<file path="src/rtl/vx_perf_memsys_ctr_bank.sv">
// vx_perf_memsys_ctr_bank
// Memory-system performance counter bank: NUM_CTRS event counters fed by
// multi-event-per-cycle increments, plus one latency accumulator (index
// NUM_CTRS) that integrates the outstanding-request count every enabled cycle.
// Live counters can be snapshotted atomically into a shadow bank, which is
// read back through a one-cycle indexed read port.
//
// Read handshake: rd_valid is a request strobe with no backpressure (a read
// may be issued every cycle); rd_rsp_valid pulses exactly one cycle later
// with the data/err for that request. rd_rsp_data holds between responses.
module vx_perf_memsys_ctr_bank #(
    parameter int NUM_CTRS  = 15,
    parameter int CTR_BITS  = 44,
    parameter int INC_BITS  = 4,
    parameter int PEND_BITS = 8,
    parameter int SATURATE  = 0,
    parameter int ADDR_BITS = $clog2(NUM_CTRS + 1)
) (
    input  logic                              clk,
    input  logic                              reset_n,
    input  logic                              enable,
    input  logic                              clear,
    input  logic [NUM_CTRS*INC_BITS-1:0]      evt_inc,
    input  logic                              lat_req_fire,
    input  logic                              lat_rsp_fire,
    input  logic                              snap_req,
    output logic                              snap_valid,
    input  logic                              rd_valid,
    input  logic [ADDR_BITS-1:0]              rd_addr,
    output logic                              rd_rsp_valid,
    output logic [CTR_BITS-1:0]               rd_rsp_data,
    output logic                              rd_rsp_err,
    output logic [(NUM_CTRS+1)*CTR_BITS-1:0]  ctr_live,
    output logic [NUM_CTRS:0]                 ovf,
    output logic [PEND_BITS-1:0]              pending,
    output logic                              pend_err
);

    localparam int NUM_ENT = NUM_CTRS + 1;

    logic [CTR_BITS-1:0]  ctr_q    [NUM_ENT];
    logic [CTR_BITS-1:0]  ctr_d    [NUM_ENT];
    logic [CTR_BITS-1:0]  shadow_q [NUM_ENT];
    logic [CTR_BITS-1:0]  shadow_d [NUM_ENT];
    logic [CTR_BITS-1:0]  inc_w    [NUM_ENT];
    logic [NUM_ENT-1:0]   ovf_q, ovf_d;
    logic [PEND_BITS-1:0] pend_q, pend_d;
    logic                 pend_err_q, pend_err_d;
    logic                 snap_valid_q, snap_valid_d;
    logic                 rd_rsp_valid_q, rd_rsp_valid_d;
    logic [CTR_BITS-1:0]  rd_rsp_data_q, rd_rsp_data_d;
    logic                 rd_rsp_err_q, rd_rsp_err_d;
    logic                 rd_addr_bad;

    // Per-entry increment: event slices, then the pre-update pending count
    // for the latency accumulator.
    for (genvar g = 0; g < NUM_CTRS; g++) begin : g_inc
        assign inc_w[g] = CTR_BITS'(evt_inc[g*INC_BITS +: INC_BITS]);
    end
    assign inc_w[NUM_CTRS] = CTR_BITS'(pend_q);

    // Flatten live counters for the readout side.
    for (genvar g = 0; g < NUM_ENT; g++) begin : g_live
        assign ctr_live[g*CTR_BITS +: CTR_BITS] = ctr_q[g];
    end

    // Counter next-state: add with carry detect, wrap or saturate, clear wins.
    always_comb begin
        logic [CTR_BITS:0] sum;
        ovf_d = ovf_q;
        sum   = '0;
        for (int i = 0; i < NUM_ENT; i++) begin
            ctr_d[i] = ctr_q[i];
            sum      = {1'b0, ctr_q[i]} + {1'b0, inc_w[i]};
            if (enable) begin
                if (sum[CTR_BITS]) begin
                    ovf_d[i] = 1'b1;
                    ctr_d[i] = (SATURATE != 0) ? {CTR_BITS{1'b1}} : sum[CTR_BITS-1:0];
                end else begin
                    ctr_d[i] = sum[CTR_BITS-1:0];
                end
            end
            if (clear) begin
                ctr_d[i] = '0;
            end
        end
        if (clear) begin
            ovf_d = '0;
        end
    end

    // Outstanding-request tracking; runs regardless of enable and clear.
    always_comb begin
        pend_d     = pend_q;
        pend_err_d = pend_err_q;
        if (lat_req_fire && !lat_rsp_fire) begin
            if (pend_q == {PEND_BITS{1'b1}}) begin
                pend_err_d = 1'b1;
            end else begin
                pend_d = pend_q + PEND_BITS'(1);
            end
        end else if (lat_rsp_fire && !lat_req_fire) begin
            if (pend_q == '0) begin
                pend_err_d = 1'b1;
            end else begin
                pend_d = pend_q - PEND_BITS'(1);
            end
        end
    end

    // Snapshot captures the live values as registered before this edge.
    always_comb begin
        snap_valid_d = snap_valid_q | snap_req;
        for (int i = 0; i < NUM_ENT; i++) begin
            shadow_d[i] = snap_req ? ctr_q[i] : shadow_q[i];
        end
    end

    // Read port reads the shadow as held before any same-cycle snapshot.
    assign rd_addr_bad = ({1'b0, rd_addr} >= (ADDR_BITS+1)'(NUM_ENT));

    // Read response next-state: strobe, data (held when idle), range error.
    always_comb begin
        rd_rsp_valid_d = rd_valid;
        rd_rsp_data_d  = rd_rsp_data_q;
        rd_rsp_err_d   = 1'b0;
        if (rd_valid) begin
            if (rd_addr_bad) begin
                rd_rsp_data_d = '0;
                rd_rsp_err_d  = 1'b1;
            end else begin
                rd_rsp_data_d = shadow_q[rd_addr];
            end
        end
    end

    // State registers with asynchronous active-low reset.
    always_ff @(posedge clk or negedge reset_n) begin
        if (!reset_n) begin
            for (int i = 0; i < NUM_ENT; i++) begin
                ctr_q[i]    <= '0;
                shadow_q[i] <= '0;
            end
            ovf_q          <= '0;
            pend_q         <= '0;
            pend_err_q     <= 1'b0;
            snap_valid_q   <= 1'b0;
            rd_rsp_valid_q <= 1'b0;
            rd_rsp_data_q  <= '0;
            rd_rsp_err_q   <= 1'b0;
        end else begin
            for (int i = 0; i < NUM_ENT; i++) begin
                ctr_q[i]    <= ctr_d[i];
                shadow_q[i] <= shadow_d[i];
            end
            ovf_q          <= ovf_d;
            pend_q         <= pend_d;
            pend_err_q     <= pend_err_d;
            snap_valid_q   <= snap_valid_d;
            rd_rsp_valid_q <= rd_rsp_valid_d;
            rd_rsp_data_q  <= rd_rsp_data_d;
            rd_rsp_err_q   <= rd_rsp_err_d;
        end
    end

    assign ovf          = ovf_q;
    assign pending      = pend_q;
    assign pend_err     = pend_err_q;
    assign snap_valid   = snap_valid_q;
    assign rd_rsp_valid = rd_rsp_valid_q;
    assign rd_rsp_data  = rd_rsp_data_q;
    assign rd_rsp_err   = rd_rsp_err_q;

endmodule

</file>
<file path="config.mk">
export PLATFORM = sky130hd
export DESIGN_NAME = vx_perf_memsys_ctr_bank
export DESIGN_NICKNAME = d
export VERILOG_FILES = /design/src/rtl/vx_perf_memsys_ctr_bank.sv
export SDC_FILE = /design/constraint.sdc
export NUM_CORES = 2
export LEC_CHECK = 0
export CAP_MARGIN = 20
export CELL_PAD_IN_SITES_DETAIL_PLACEMENT = 1
export CELL_PAD_IN_SITES_GLOBAL_PLACEMENT = 1
export CORE_MARGIN = 4
export CORE_UTILIZATION = 45
export DETAILED_ROUTE_END_ITERATION = 12
export PLACE_DENSITY_LB_ADDON = 0.1
export SYNTH_ARGS = -nofsm -noshare
export SYNTH_HDL_FRONTEND = slang
export SYNTH_SLANG_ARGS = --single-unit
</file>
<file path="constraint.sdc">
create_clock -name clk -period 3.02 [get_ports clk]
set_input_delay 0.604 -clock clk [delete_from_list [all_inputs] [get_ports clk]]
set_output_delay 0.604 -clock clk [all_outputs]
set_load 0.1 [all_outputs]
</file>
Word level (Yosys, flattened, before mapping) --
Cells that the tools add are included.
Storage, ports and cells: register bits after elaboration 1479, bits of input ports 72, output and inout port bits 776, word-level logic and storage cells 196
Cells by class: add/subtract/negate cells 18, $lt $le $gt $ge 1, equal/unequal tests 4, mux-type cells 76, bitwise logic cells 2, reduce and logical (&&, ||, !) cells 42
Operators by type and width (number):
- $mux 44 | 34
- $add 44x4->45 | 15
- $bmux 44 s4 | 1
- $add 44x8->45 | 1
- $reduce_bool 2->1 | 19
- $mux 1 | 36
- $mux 8 | 4
- $reduce_and 2->1 | 16
- $mux 16 | 1
- $add 8x1->8 const B | 1
- $eq 8x8->1 const B | 1
- $logic_not 8->1 | 1
- $sub 8x1->8 const B | 1
- $reduce_and 3->1 | 2
- $ge 5x5->1 const B | 1
- $not 4->5 | 1
- $ne 2x2->1 const B | 2
- $logic_and 1x1->1 | 2
- $logic_not 1->1 | 2
- $ne 2x1->1 const B | 1
- $or 1x1->1 | 1

Depth between registers and ports, before layout --
depth after elaboration 4, gate-level depth with buffers 10, gate-level depth less buffers 10

Least setup slack after synthesis --
Ideal clock, no wire load.
path kind reg2reg, start register pend_q[1], in the netlist pending[1], end register ctr_q (netlist bit ctr_live[689]), library setup time 0.128 ns, arrival time 3.181 ns, data required time 2.892 ns, path slack -0.288 ns, cell stages (with the launch flop) 8, buffers on the path 0, period minus slack after synthesis 3.308 ns, path through dfrtp_1 > ha_1 > a211oi_1 > o21bai_1 > a221oi_2 > nor2_1 > nand3_1 > mux2_1
On the way: longest elaborated chain between the ends 3
RTL lines:
- start, declared | line 47 | logic [PEND_BITS-1:0] pend_q, pend_d;
- start signal, assigned | line 157 | pend_q <= pend_d;
- $add 44x8->45 | line 74 | sum = {1'b0, ctr_q[i]} + {1'b0, inc_w[i]};
- $mux 44 | line 75 | if (enable) begin
- $mux 44 | line 83 | if (clear) begin
- end signal, assigned by index | line 153 | ctr_q[i] <= ctr_d[i];
- end, declared | line 41 | logic [CTR_BITS-1:0] ctr_q [NUM_ENT];
No other way between the ends. The select of a mux whose other input is x is not followed. A chain may end at the register's enable or synchronous reset.

Worst setup path after layout --
start register ctr_q (netlist bit ctr_live[535]), end register ctr_q (netlist bit ctr_live[557])
On the way: longest elaborated chain between the ends 3
RTL lines (line):
- $add 44x4->45 | 74
- $mux 44 | 75
- $mux 44 | 83
No other way between the ends. The select of a mux whose other input is x is not followed.

==> flow_summary_export.csv <==
group,metric,value,unit
run_status,status,"finished clean",
layout,layout.cells.non_filler,9147,
floorplanning,core_area,156000,µm²
synthesis,ys_seq_area_frac,0.524,
power,finalPower,49.1,mW
setup_path,cp_data_arrival_time,3.57,ns
setup_path,crit_fanout,5,
timing,slew_viol_final,0,
placement,gp_congestion,0.915,
synthesis,syn_avg_cell_area,12.1,µm²
synthesis,synth_common_cells,"dfrtp_1, mux2_2, nor2_1, xnor2_1, clkbuf_1",
placement,portBuffers,846,
drt,vias,54698,
synthesis,synth-seq-cells,1479,
power,power.density,557,nW/µm²
timing,worstMarginPinSlew,1.26,ns
timing,rsz0062_at_grt,"false",
floorplanning,dieArea,163000,µm²
layout,seq_area,37000,µm²
timing,fin_crit_sh,0.974,
drt,wirelength_met1,115000,µm
clock_tree,cts-root-buf,"clkbuf_16",
drt,drtIter0Drc,4331,
global_route,grt_pass1_wl,415000,µm
global_route,grt_pass1_vias,56467,
synthesis,synth_edf_count,0,
synthesis,synthArstFlopShare,1.00,
floorplanning,std_cell_rows,145,
drt,first_pass_iters,5,
clock_tree,clockBufferDepth,3,
setup_path,required,3.65,ns
drt,ant_nets,0,
timing,post-route-min-period,2.94,ns
floorplanning,die_y,404,µm
synthesis,syn_inst,5837,
clock_tree,cts_buffers,168,
worst_hold_path,hold_class,"in -> reg",
timing,fmax,0.340,GHz
setup_path,crit_path_end_kind,"flop",
clock_tree,cts_max_level,4,
floorplanning,start_util,0.453,
clock_tree,clkLatencyLatePin,0.80,ns
synthesis,synth.largest_area_cell,"dfrtp_1",
drt,top_layer_used,"met5",
synthesis,synth_area_leaders,"dfrtp_1, mux2_2, mux4_2",
timing,hold-worst-slack,0.192,ns
synthesis,synth_fp_nets,6001,
power,p_leak,41.4,nW
drt,wl_met3,22900,µm
setup_path,start_kind,"flop",
clock_tree,path_clk_slew,0.06,ns
layout,final_nets,7102,
drt,drc,0,
global_route,antenna_found_initial,40,
synthesis,synth_warnings,0,
power,ir_drop,0.948,mV
clock_tree,cts_tree,"yes",
timing,slew_headroom,0.158,
timing,hold_violations,0,
synthesis,synth_cell_types,78,
clock_tree,cts_resized,0,
layout,layout-drive-gt1-share,0.350,
timing,setup_viol,0,
layout,nFillCells,15989,
drt,post_drt_wl_per_cell,31.5,µm
clock_tree,cts_num_sinks,1479,
synthesis,synthMostInstantiatedCell,"dfrtp_1",
flow_run,cap_viol_max_count,0,
floorplanning,ios,848,
drt,drt-total-wl,288000,µm
synthesis,synth_top_area_share,0.524,
setup_path,path_class,"reg -> reg",
global_route,grt_usage,0.349,
floorplanning,die_w,404,µm
timing,clock_skew,0.0359,ns
drt,vias_per_cell,5.98,
placement,dp_cells,8825,
global_route,grt_remaining_overflow,0,
layout,multi_input_area,32200,µm²
layout,area_growth,24.8,%
synthesis,synthesis.area,70600,µm²
placement,dp_hpwl,221000,µm
drt,wl_met2,134000,µm
synthesis,ys.flop_type,"dfrtp_1",
global_route,grt_max_degree,177,
state kept, by name, indices dropped and copies added, names as in the netlist:
signal        cells
snap_valid        1
rd_rsp_valid      1
ctr_live        704
ovf              16
shadow_q        704
rd_rsp_data      44
pending           8
pend_err          1
layer usage:
metal,GRT usage,vias to the layer above
met3,0.0807,488
met2,0.553,1911
met1,0.456,29227
met5,0,-
met4,0.163,18
li1,-,23054
per-stage QoR:
stage	TNS, ns	util	instance area (µm²)	setup slack (ns)
after floorplan	0	-	70700	0.00197
after global placement	-15.95	0.528	82300	-0.338
after detailed placement	-25.87	0.528	82300	-0.461
after CTS	0	0.564	88100	0.0833
after global routing	0	0.565	88100	0.00456
final	0	0.565	88100	0.0790
cell families after synthesis:
logic type / Yosys count / share of synthesized area
flops: 1479 / 0.524
mux: 1028 / 0.198
buf+inv: 387 / 0.0209
fa+ha+maj: 92 / 0.0181
simple gates: 1909 / 0.136
compound gates: 382 / 0.0332
xor+xnor: 559 / 0.0693
other cells: 1 / 0.0000531
final timing paths:
check                              start  cells past startpoint            end  slack (ns)
max                        ctr_live[535]                      9  ctr_live[557]        0.08
min                             rd_valid                      1   rd_rsp_valid        0.19
max reg2reg                ctr_live[535]                      9  ctr_live[557]        0.08
min in group asynchronous        reset_n                      2  ctr_live[155]        0.36
min reg2reg                     pend_err                      1       pend_err        0.48
max in group asynchronous        reset_n                      3     pending[1]        1.39
cell type report:
cell class,count,area share
tap,2058,0.0292
timing repair buffer,1232,0.116
antenna,19,0.000540
inverter,86,0.00366
multi-input combinational,3971,0.365
sequential,1479,0.420
clock buffer,254,0.0579
clock inverter,48,0.00694
report_power, final:
| part | switching, mW | internal (mW) | total, mW |
|---|---|---|---|
| registers | 0.552 | 20.2 | 20.8 |
| clock network | 8.59 | 12.7 | 21.3 |
| logic | 4.82 | 2.22 | 7.04 |
| total | 14.0 | 35.1 | 49.1 |
critical path, stage by stage (launching register included):
cell and delay, ns:
dfrtp_1 0.49, nand4_1 0.32, nor4_1 0.49, nand3_1 0.22, buf_4 0.19, buf_4 0.13
nor4b_1 0.57, buf_4 0.22, xnor2_1 0.11, nor2_1 0.05
timing repair:
| action | CTS | global route |
|---|---|---|
| hold buffers | 1 | 0 |
| buffers inserted | 0 | 0 |
| endpoints found under the hold margin | 29 | 0 |
cells in the final DEF, fill, tap and decap left out, types with 89 or more instances in the layout:
master,count
and3_1,89
o21ai_0,91
buf_4,1097
nand3_1,208
nor3_1,147
dfrtp_1,1453
mux2_2,753
xor2_1,226
a21oi_1,129
nand4_1,142
mux4_2,220
nor2_1,731
nand2_1,218
xnor2_1,333
clkbuf_16,174
(Power assumes the default switching activity.)
